[src/rtl/fir_pkg.sv]
// Shared types and constants for the FIR output decimator slice.
// Holds default widths, the sample typedefs, the FSM state enum and saturation helpers.
package fir_pkg;

  localparam int DEF_BIT_WIDTH  = 16;
  localparam int DEF_OUT_WIDTH  = 12;
  localparam int DEF_DECIM      = 4;
  localparam int DEF_FILL_SKIP  = 9;
  localparam int DEF_FIFO_DEPTH = 8;

  typedef logic signed [DEF_BIT_WIDTH-1:0] sample_t;
  typedef logic signed [DEF_OUT_WIDTH-1:0] out_sample_t;

  typedef enum logic {
    FILL,
    RUN
  } state_t;

  function automatic int sat_max(input int width);
    return (1 << (width - 1)) - 1;
  endfunction

  function automatic int sat_min(input int width);
    return -(1 << (width - 1));
  endfunction

  localparam int OUT_SAT_MAX = sat_max(DEF_OUT_WIDTH);
  localparam int OUT_SAT_MIN = sat_min(DEF_OUT_WIDTH);

endpackage

[src/rtl/fir_sample_fifo.sv]
// Small synchronous FIFO with first-word fall-through output and async active-low reset.
// A push into a full FIFO is accepted only when a pop happens in the same cycle.
module fir_sample_fifo
  import fir_pkg::*;
#(
  parameter int WIDTH = DEF_OUT_WIDTH,
  parameter int DEPTH = DEF_FIFO_DEPTH
) (
  input  logic                       clk,
  input  logic                       reset,
  input  logic                       push,
  input  logic                       pop,
  input  logic [WIDTH-1:0]           din,
  output logic [WIDTH-1:0]           dout,
  output logic [$clog2(DEPTH):0]     count,
  output logic                       full,
  output logic                       empty
);

  localparam int AW = $clog2(DEPTH);
  localparam int CW = AW + 1;

  logic [WIDTH-1:0] mem_q [DEPTH];
  logic [AW-1:0]    wr_ptr_q, wr_ptr_d;
  logic [AW-1:0]    rd_ptr_q, rd_ptr_d;
  logic [CW-1:0]    count_q, count_d;
  logic             do_push, do_pop;

  assign empty   = (count_q == '0);
  assign full    = (count_q == CW'(DEPTH));
  assign do_pop  = pop & ~empty;
  assign do_push = push & (~full | do_pop);

  always_comb begin
    wr_ptr_d = wr_ptr_q;
    rd_ptr_d = rd_ptr_q;
    count_d  = count_q;
    if (do_push) wr_ptr_d = wr_ptr_q + AW'(1);
    if (do_pop)  rd_ptr_d = rd_ptr_q + AW'(1);
    if (do_push && !do_pop)      count_d = count_q + CW'(1);
    else if (do_pop && !do_push) count_d = count_q - CW'(1);
  end

  always_ff @(posedge clk) begin
    if (do_push) mem_q[wr_ptr_q] <= din;
  end

  always_ff @(posedge clk or negedge reset) begin
    if (!reset) begin
      wr_ptr_q <= '0;
      rd_ptr_q <= '0;
      count_q  <= '0;
    end else begin
      wr_ptr_q <= wr_ptr_d;
      rd_ptr_q <= rd_ptr_d;
      count_q  <= count_d;
    end
  end

  // Empty FIFO presents zero so a reset also clears the visible head.
  assign dout  = empty ? '0 : mem_q[rd_ptr_q];
  assign count = count_q;

endmodule

[src/rtl/fir_output_decimator.sv]
// FIR output stage: drops the pipeline-fill transient, keeps every DECIM-th sample,
// rounds/saturates to OUT_WIDTH and streams it out of a FIFO. Define DECIM_STATS_EN for drop_count.
module fir_output_decimator
  import fir_pkg::*;
#(
  parameter int BIT_WIDTH  = DEF_BIT_WIDTH,
  parameter int OUT_WIDTH  = DEF_OUT_WIDTH,
  parameter int DECIM      = DEF_DECIM,
  parameter int FILL_SKIP  = DEF_FILL_SKIP,
  parameter int FIFO_DEPTH = DEF_FIFO_DEPTH
) (
  input  logic                          clk,
  input  logic                          reset,
  input  logic                          enable,
  input  logic signed [BIT_WIDTH-1:0]   y_in,
  output logic signed [OUT_WIDTH-1:0]   m_data,
  output logic                          m_valid,
  input  logic                          m_ready,
  output logic [$clog2(FIFO_DEPTH):0]   fifo_count,
  output logic                          overflow
`ifdef DECIM_STATS_EN
  ,
  output logic [15:0]                   drop_count
`endif
);

  localparam int SH      = BIT_WIDTH - OUT_WIDTH;
  localparam int W1      = BIT_WIDTH + 1;
  localparam int SKIP_W  = (FILL_SKIP > 0) ? $clog2(FILL_SKIP + 1) : 1;
  localparam int PHASE_W = (DECIM > 1) ? $clog2(DECIM) : 1;
  localparam int RND_INT = (SH > 0) ? (1 << (SH - 1)) : 0;

  localparam logic signed [BIT_WIDTH:0] RND    = W1'(RND_INT);
  localparam logic signed [BIT_WIDTH:0] SAT_HI = W1'(sat_max(OUT_WIDTH));
  localparam logic signed [BIT_WIDTH:0] SAT_LO = W1'(sat_min(OUT_WIDTH));
  localparam logic [SKIP_W-1:0]  SKIP_LAST  = SKIP_W'(FILL_SKIP - 1);
  localparam logic [PHASE_W-1:0] PHASE_LAST = PHASE_W'(DECIM - 1);
  localparam state_t             RESET_STATE = (FILL_SKIP == 0) ? RUN : FILL;

  state_t                 state_q, state_d;
  logic [SKIP_W-1:0]      skip_q, skip_d;
  logic [PHASE_W-1:0]     phase_q, phase_d;
  logic                   keep;

  logic signed [BIT_WIDTH:0]   rnd_sum, shifted;
  logic signed [OUT_WIDTH-1:0] stage_data_q, stage_data_d;
  logic                        stage_valid_q;

  logic                 fifo_full, fifo_empty, pop, drop;
  logic [OUT_WIDTH-1:0] fifo_dout;
  logic                 overflow_q;

  always_comb begin
    state_d = state_q;
    skip_d  = skip_q;
    phase_d = phase_q;
    keep    = 1'b0;
    if (enable) begin
      case (state_q)
        FILL: begin
          skip_d = skip_q + SKIP_W'(1);
          if (skip_q == SKIP_LAST) begin
            state_d = RUN;
            phase_d = '0;
          end
        end
        RUN: begin
          keep    = (phase_q == '0);
          phase_d = (phase_q == PHASE_LAST) ? '0 : phase_q + PHASE_W'(1);
        end
        default: state_d = RESET_STATE;
      endcase
    end
  end

  always_ff @(posedge clk or negedge reset) begin
    if (!reset) begin
      state_q <= RESET_STATE;
      skip_q  <= '0;
      phase_q <= '0;
    end else begin
      state_q <= state_d;
      skip_q  <= skip_d;
      phase_q <= phase_d;
    end
  end

  // One extra bit of headroom keeps the half-LSB add from wrapping at full scale.
  always_comb begin
    rnd_sum = $signed({y_in[BIT_WIDTH-1], y_in}) + RND;
    shifted = rnd_sum >>> SH;
    if (shifted > SAT_HI)      stage_data_d = SAT_HI[OUT_WIDTH-1:0];
    else if (shifted < SAT_LO) stage_data_d = SAT_LO[OUT_WIDTH-1:0];
    else                       stage_data_d = shifted[OUT_WIDTH-1:0];
  end

  always_ff @(posedge clk or negedge reset) begin
    if (!reset) begin
      stage_valid_q <= 1'b0;
      stage_data_q  <= '0;
    end else begin
      stage_valid_q <= keep;
      if (keep) stage_data_q <= stage_data_d;
    end
  end

  assign pop  = m_valid & m_ready;
  assign drop = stage_valid_q & fifo_full & ~pop;

  fir_sample_fifo #(
    .WIDTH (OUT_WIDTH),
    .DEPTH (FIFO_DEPTH)
  ) u_fifo (
    .clk   (clk),
    .reset (reset),
    .push  (stage_valid_q),
    .pop   (pop),
    .din   (stage_data_q),
    .dout  (fifo_dout),
    .count (fifo_count),
    .full  (fifo_full),
    .empty (fifo_empty)
  );

  assign m_valid = ~fifo_empty;
  assign m_data  = fifo_dout;

  always_ff @(posedge clk or negedge reset) begin
    if (!reset)    overflow_q <= 1'b0;
    else if (drop) overflow_q <= 1'b1;
  end

  assign overflow = overflow_q;

`ifdef DECIM_STATS_EN
  logic [15:0] drop_cnt_q;

  always_ff @(posedge clk or negedge reset) begin
    if (!reset) drop_cnt_q <= '0;
    else if (drop && (drop_cnt_q != 16'hFFFF)) drop_cnt_q <= drop_cnt_q + 16'd1;
  end

  assign drop_count = drop_cnt_q;
`endif

endmodule

[config.mk]
export PLATFORM = sky130hd
export DESIGN_NAME = fir_output_decimator
export DESIGN_NICKNAME = d
export VERILOG_FILES = /design/src/rtl/fir_pkg.sv /design/src/rtl/fir_sample_fifo.sv /design/src/rtl/fir_output_decimator.sv
export SDC_FILE = /design/constraint.sdc
export NUM_CORES = 1
export LEC_CHECK = 0
export CORE_ASPECT_RATIO = 1.25
export CORE_MARGIN = 5
export CORE_UTILIZATION = 58
export DETAILED_ROUTE_END_ITERATION = 10
export HOLD_SLACK_MARGIN = 0.05
export PLACE_DENSITY = 0.79
export SETUP_SLACK_MARGIN = 0.05
export SLEW_MARGIN = 20
export SYNTH_ARGS = -nofsm -noshare
export SYNTH_HDL_FRONTEND = slang
export SYNTH_HIERARCHICAL = 1
export SYNTH_SLANG_ARGS = --single-unit
[constraint.sdc]
create_clock -name clk -period 4.2 [get_ports clk]
set_clock_uncertainty 0.1 [all_clocks]
set_input_delay 0.84 -clock clk [delete_from_list [all_inputs] [get_ports clk]]
set_output_delay 0.84 -clock clk [all_outputs]
set_load 0.1 [all_outputs]
### Yosys cells after proc, flatten, opt, wreduce, memory -nomap -nowiden

Memories as Yosys holds them, arrays and structs flattened.
Cells that the tools add are included.

| word-level totals | value |
|---|---|
| flip-flop bits (word level) | 31 |
| memories | 1 |
| output and inout bits | 18 |
| input bits | 20 |
| logic and storage cells | 56 |
| bits in writable memories | 96 |

| operators by class | value |
|---|---|
| bitwise logic cells | 10 |
| multiplexer cells | 14 |
| $add $sub $neg | 7 |
| equal/unequal tests | 4 |
| reductions and logical operators | 9 |
| order comparisons | 2 |

Memories:

| memory | words | width | rd ports | clocked after Yosys merged registers in | wr ports | RTL line | source |
|---|---|---|---|---|---|---|---|
| u_fifo.mem_q | 8 | 12 | 1 | 0 | 1 | fir_sample_fifo.sv:23 | `logic [WIDTH-1:0] mem_q [DEPTH];` |

Operator list:

| kind | count |
|---|---|
| 12-bit 2-to-1 mux | 3 |
| 16-bit by 5-bit adder with 17-bit output (second input constant) | 1 |
| 13-bit by 12-bit greater-than comparator with 1-bit output (second input constant) | 1 |
| 13-bit by 12-bit < comparator with 1-bit output (second input constant) | 1 |
| 4-bit by 1-bit adder with 4-bit output (second input constant) | 2 |
| 4-bit equality test (second input constant) | 2 |
| 4-bit 2-to-1 mux | 2 |
| 3-bit by 1-bit adder with 3-bit output (second input constant) | 2 |
| 1-bit 2-to-1 mux | 6 |
| 1-bit AND | 5 |
| 4-bit logical NOT | 1 |
| 2-bit 2-to-1 mux | 2 |
| 1-bit inverter | 4 |
| 2-bit one-hot mux with 2 select lines | 1 |
| 2-bit AND reduction | 2 |
| 4-bit by 1-bit subtractor with 4-bit output (second input constant) | 1 |
| 2-bit by 1-bit adder with 2-bit output (second input constant) | 1 |
| 2-bit equality test (second input constant) | 1 |
| 1-bit logical AND | 2 |
| 1-bit logical NOT | 2 |
| 2-bit logical NOT | 1 |
| 2-bit != test (second input constant) | 1 |
| 2-bit nonzero test | 1 |
| 1-bit OR | 1 |

### Depth between registers and ports, before layout

| logic depth | value |
|---|---|
| word-level depth | 10 |
| depth in mapped cells | 11 |
| depth with buffers taken out | 11 |

### Modules after synthesis

The synthesis kept the hierarchy.

Modules (own cells, without submodules):

| module | seq. area each (µm²) | instances | cells an instance | area an instance (µm²) |
|---|---|---|---|---|
| fir_sample_fifo | 3133.0 | 1 | 205 | 4251.6 |
| fir_output_decimator | 525.5 | 1 | 120 | 1143.6 |

### Worst setup path after synthesis

OpenSTA, ideal clock, no wires.

| path | value |
|---|---|
| kind | register -> register |
| from | register u_fifo.count_q[0] (netlist: u_fifo/count[0]) |
| to | memory u_fifo/mem_q[0][0] (netlist name), enable pin |
| arrival | 3.053 ns |
| path slack | 0.635 ns |
| buffers on the path | 0 |
| cell stages (with the launch flop) | 6 |
| path through | dfrtp_1 -> or4_4 -> inv_2 -> nor2b_1 -> o21ai_4 -> nor4_1 |

| between the ends | value |
|---|---|
| cells in the longest elaborated chain, start to end | 8 |

Ends and longest elaborated chain:

| element | RTL line | source |
|---|---|---|
| from (decl) | fir_sample_fifo.sv:26 | `logic [CW-1:0] count_q, count_d;` |
| from (signal assigned) | fir_sample_fifo.sv:56 | `count_q <= count_d;` |
| 4-bit logical NOT | fir_sample_fifo.sv:29 | `assign empty = (count_q == '0);` |
| named net fifo_empty | fir_output_decimator.sv:49 | `logic fifo_full, fifo_empty, pop, drop;` |
| 1-bit inverter | fir_output_decimator.sv:125 | `assign m_valid = ~fifo_empty;` |
| 1-bit AND | fir_output_decimator.sv:107 | `assign pop = m_valid & m_ready;` |
| named net pop | fir_output_decimator.sv:49 |  |
| 1-bit AND | fir_sample_fifo.sv:31 | `assign do_pop = pop & ~empty;` |
| 1-bit OR | fir_sample_fifo.sv:32 | `assign do_push = push & (~full \| do_pop);` |
| 1-bit AND | fir_sample_fifo.sv:32 |  |
| 1-bit 2-to-1 mux | fir_sample_fifo.sv:45 | `if (do_push) mem_q[wr_ptr_q] <= din;` |
| 1-bit 2-to-1 mux (not written as such) | fir_sample_fifo.sv:45 |  |
| to (decl) | fir_sample_fifo.sv:23 |  |

The timed path passes the listed nets, and every way through them passes these cells.

### Final worst setup path

| path | value |
|---|---|
| from | register u_fifo.count_q[0] (netlist: u_fifo/count[0]) |
| to | output m_valid |

| between the ends | value |
|---|---|
| cells in the longest elaborated chain, start to end | 2 |

Ends and longest elaborated chain:

| element | RTL line | source |
|---|---|---|
| 4-bit logical NOT | fir_sample_fifo.sv:29 |  |
| named net fifo_empty | fir_output_decimator.sv:49 |  |
| 1-bit inverter | fir_output_decimator.sv:125 |  |
| to (decl) | fir_output_decimator.sv:17 | `output logic m_valid,` |

The timed path passes the listed nets, and every way through them passes these cells.

==> flow_summary_export.csv <==
group,metric,value,unit
clocking,cts_root_buffer,"clkbuf_16",
sta,fmax,0.287,GHz
critical_path,max_stage_delay,950,ps
floorplanning,io_pins,38,
synth,yosysSeqAreaShare,67.8,%
critical_path,rr_worst_depth,11,
critical_path,start_kind,"register",
finish,num-fill-cells,583,
critical_path,crit_chain,"or4_4 > inv_2 > inv_1 > clkdlybuf4s50_1",
critical_path,r2r_slack,820,ps
sta,hold_violations,0,
sta,tightestPinTransition,978,ps
clocking,numCtsBuffers,17,
critical_path,critical_path_required,3260,ps
route,num_vias,3016,
synth,synth_most_common_cell,"edfxtp_1",
sta,finalSetupViolations,0,
job,drv_cap,0,
route,drt_first_pass_iters,4,
synth,syn_area,0.00540,sq mm
synth,yosysWarnings,6,
place,dp_hpwl,6.41,mm
route,totalWireLength,10.4,mm
clocking,cts.clk_slew.worst_paths,50,ps
global_route,grt_pass1_vias,3216,
global_route,grt_max_degree,32,
route,drt-initial-drc-count,197,
critical_path,crit_buf_inv,3,
clocking,post_cts_buffers,0,
place,io_buffers,34,
critical_path,r2r_start,"u_fifo/count[0]",
critical_path,worst_path_max_delay_cell,"clkdlybuf4s50_1",
critical_path,crit_family,"buffers and inverters",
synth,ys_top_cells_by_count,"edfxtp_1 (96), dfrtp_1 (31), mux4_2 (24)",
synth,yosys.area.top_type,"edfxtp_1",
global_route,grt_overflow,0,
sta,fin_crit,3490,ps
floorplanning,die_y,118,um
sta,rsz0062_at_grt,"no",
sta,drv_slew,0,
clocking,htreeDepth,4,
synth,syn_avg_cell_area,16.6,sq um
clocking,cts_tree,"done",
floorplanning,dieArea,0.0113,sq mm
floorplanning,die_w,96.3,um
synth,yosys.area.top_type_share,53.4,%
critical_path,crit_fanout,7,
synth,synthArstFlopShare,24.4,%
sta,fin_tns_setup,0,ps
sta,worst_slack,714,ps
critical_path,critPathKind,"register to output pin",
synth,ys_dominant_reg_cell,"edfxtp_1",
critical_path,critPathLaunch,"u_fifo/count[0]",
route,drtAntennaViolNets,0,
clocking,clock-sinks,127,
global_route,grt.total_usage,20.9,%
finish,nets,412,
synth,yosysUniqueCellTypes,54,
critical_path,cp_num_cells,4,
synth,synth.net_count,356,
finish,drive_gt1_share,25.1,%
synth,synthTopCellsByArea,"edfxtp_1 (53%), dfrtp_1 (14%), mux4_2 (10%)",
finish,regArea,0.00366,sq mm
place,place_congestion,0.792,
finish,syn2layout_area_growth,20.0,%
clocking,cts_max_path_buffers,2,
global_route,grt_pass1_wl,17.0,mm
finish,diodes,0,
synth,syn_inst,325,
sta,min_period_over_period,83.0,%
critical_path,timing.rr.end,"u_fifo/count[3]",
finish,multi_input_area,0.00162,sq mm
clocking,ctsHoldBuffers,0,
min_path,hp-class,"register to register",
critical_path,crit_end,"m_valid",
synth,synth_seq_cells,127,
outcome,status,"completed",
critical_path,critPathArrivalTime,2550,ps
global_route,antenna_found_initial,0,
floorplanning,row_count,39,
place,pre_cts_ws,465,ps
floorplanning,initial_utilization,59.1,%
clocking,cts_resized,0,
route,drt-wirelength-per-cell,20.2,um
critical_path,critPathCaptureType,"output pin",
synth,synth_edf_count,96,
clocking,clk_latency,400,ps
sta,slew-limit-headroom,34.6,%
route,drc,0,
floorplanning,coreArea,0.00913,sq mm
route,vias_per_cell,5.83,
## metal layers
layer | up-vias | wire [um] | GRT usage, % | part of all wire (%)
met5 | - | 0 | 0 | 0
met4 | 0 | 157 | 7.92 | 1.5
li1 | 1375 | - | - | -
met3 | 13 | 664 | 5.88 | 6.4
met1 | 1517 | 3770 | 24.4 | 36
met2 | 111 | 5840 | 35.9 | 56
## kinds of logic (layout without fill, tap and decap cells)
logic type | count (synthesis) | after routing | synth area share [%]
AO/OA/AOI/OAI | 44 | 44 | 6.29
XOR/XNOR | 18 | 18 | 2.92
adder cells (fa/ha/maj) | 11 | 11 | 2.69
buffers and inverters | 24 | 93 | 2.27
flip-flops | 127 | 127 | 67.8
multiplexers | 28 | 28 | 10.8
AND/OR/NAND/NOR | 73 | 73 | 7.19
## sequential cells by signal (all words and copies together) (netlist names)
signal           cells
u_fifo/mem_q        96
u_fifo/wr_ptr_q      3
u_fifo/count         4
skip_q               4
state_q              1
overflow             1
stage_data_q        12
u_fifo/rd_ptr_q      3
stage_valid_q        1
phase_q              2
## cell type report
class / instances / share of cell area [%]
sequential: 127 / 56.5
multi-input combinational: 174 / 25.0
clock buffer: 21 / 7.11
timing repair buffer: 48 / 6.42
tap: 123 / 2.38
clock inverter: 11 / 1.80
inverter: 13 / 0.754
## worst min-delay path by stage
stage,start,endpoint,slack (ps),depth (start not counted)
floorplan,skip_q[3],skip_q[3],350,1
global placement,skip_q[3],skip_q[3],360,1
detailed placement,overflow,overflow,370,1
CTS,overflow,overflow,380,1
global route,skip_q[3],skip_q[3],400,1
finish,overflow,overflow,370,1
## through the flow
stage,instance area [sq um],std cells,hold slack [ps],utilization (%)
2_1_floorplan,5400,325,345,-
3_3_place_gp,5900,485,363,64.6
3_5_place_dp,5900,485,366,64.6
4_1_cts,6470,517,383,70.9
5_1_grt,6470,517,401,70.9
6_report,6470,517,374,70.9
## cells in the final DEF (no fill, tap or decap), types with 4 or more instances in the layout
cell type and count:
nand3_1 10, clkdlybuf4s50_1 22, inv_1 12, edfxtp_1 96, buf_4 26, mux4_2 24
dfrtp_1 31, o21a_1 4, o21ai_0 4, clkbuf_16 17, xnor2_1 16, nor2_1 18
a21oi_1 8, nor3_1 8, ha_1 10, nand2_1 16, a22o_1 9, o211ai_1 4
clkinv_2 5
Power is left out: the tool's default activity adds up to more than one toggle a clock period on the data nets, which glitch-free logic cannot reach.
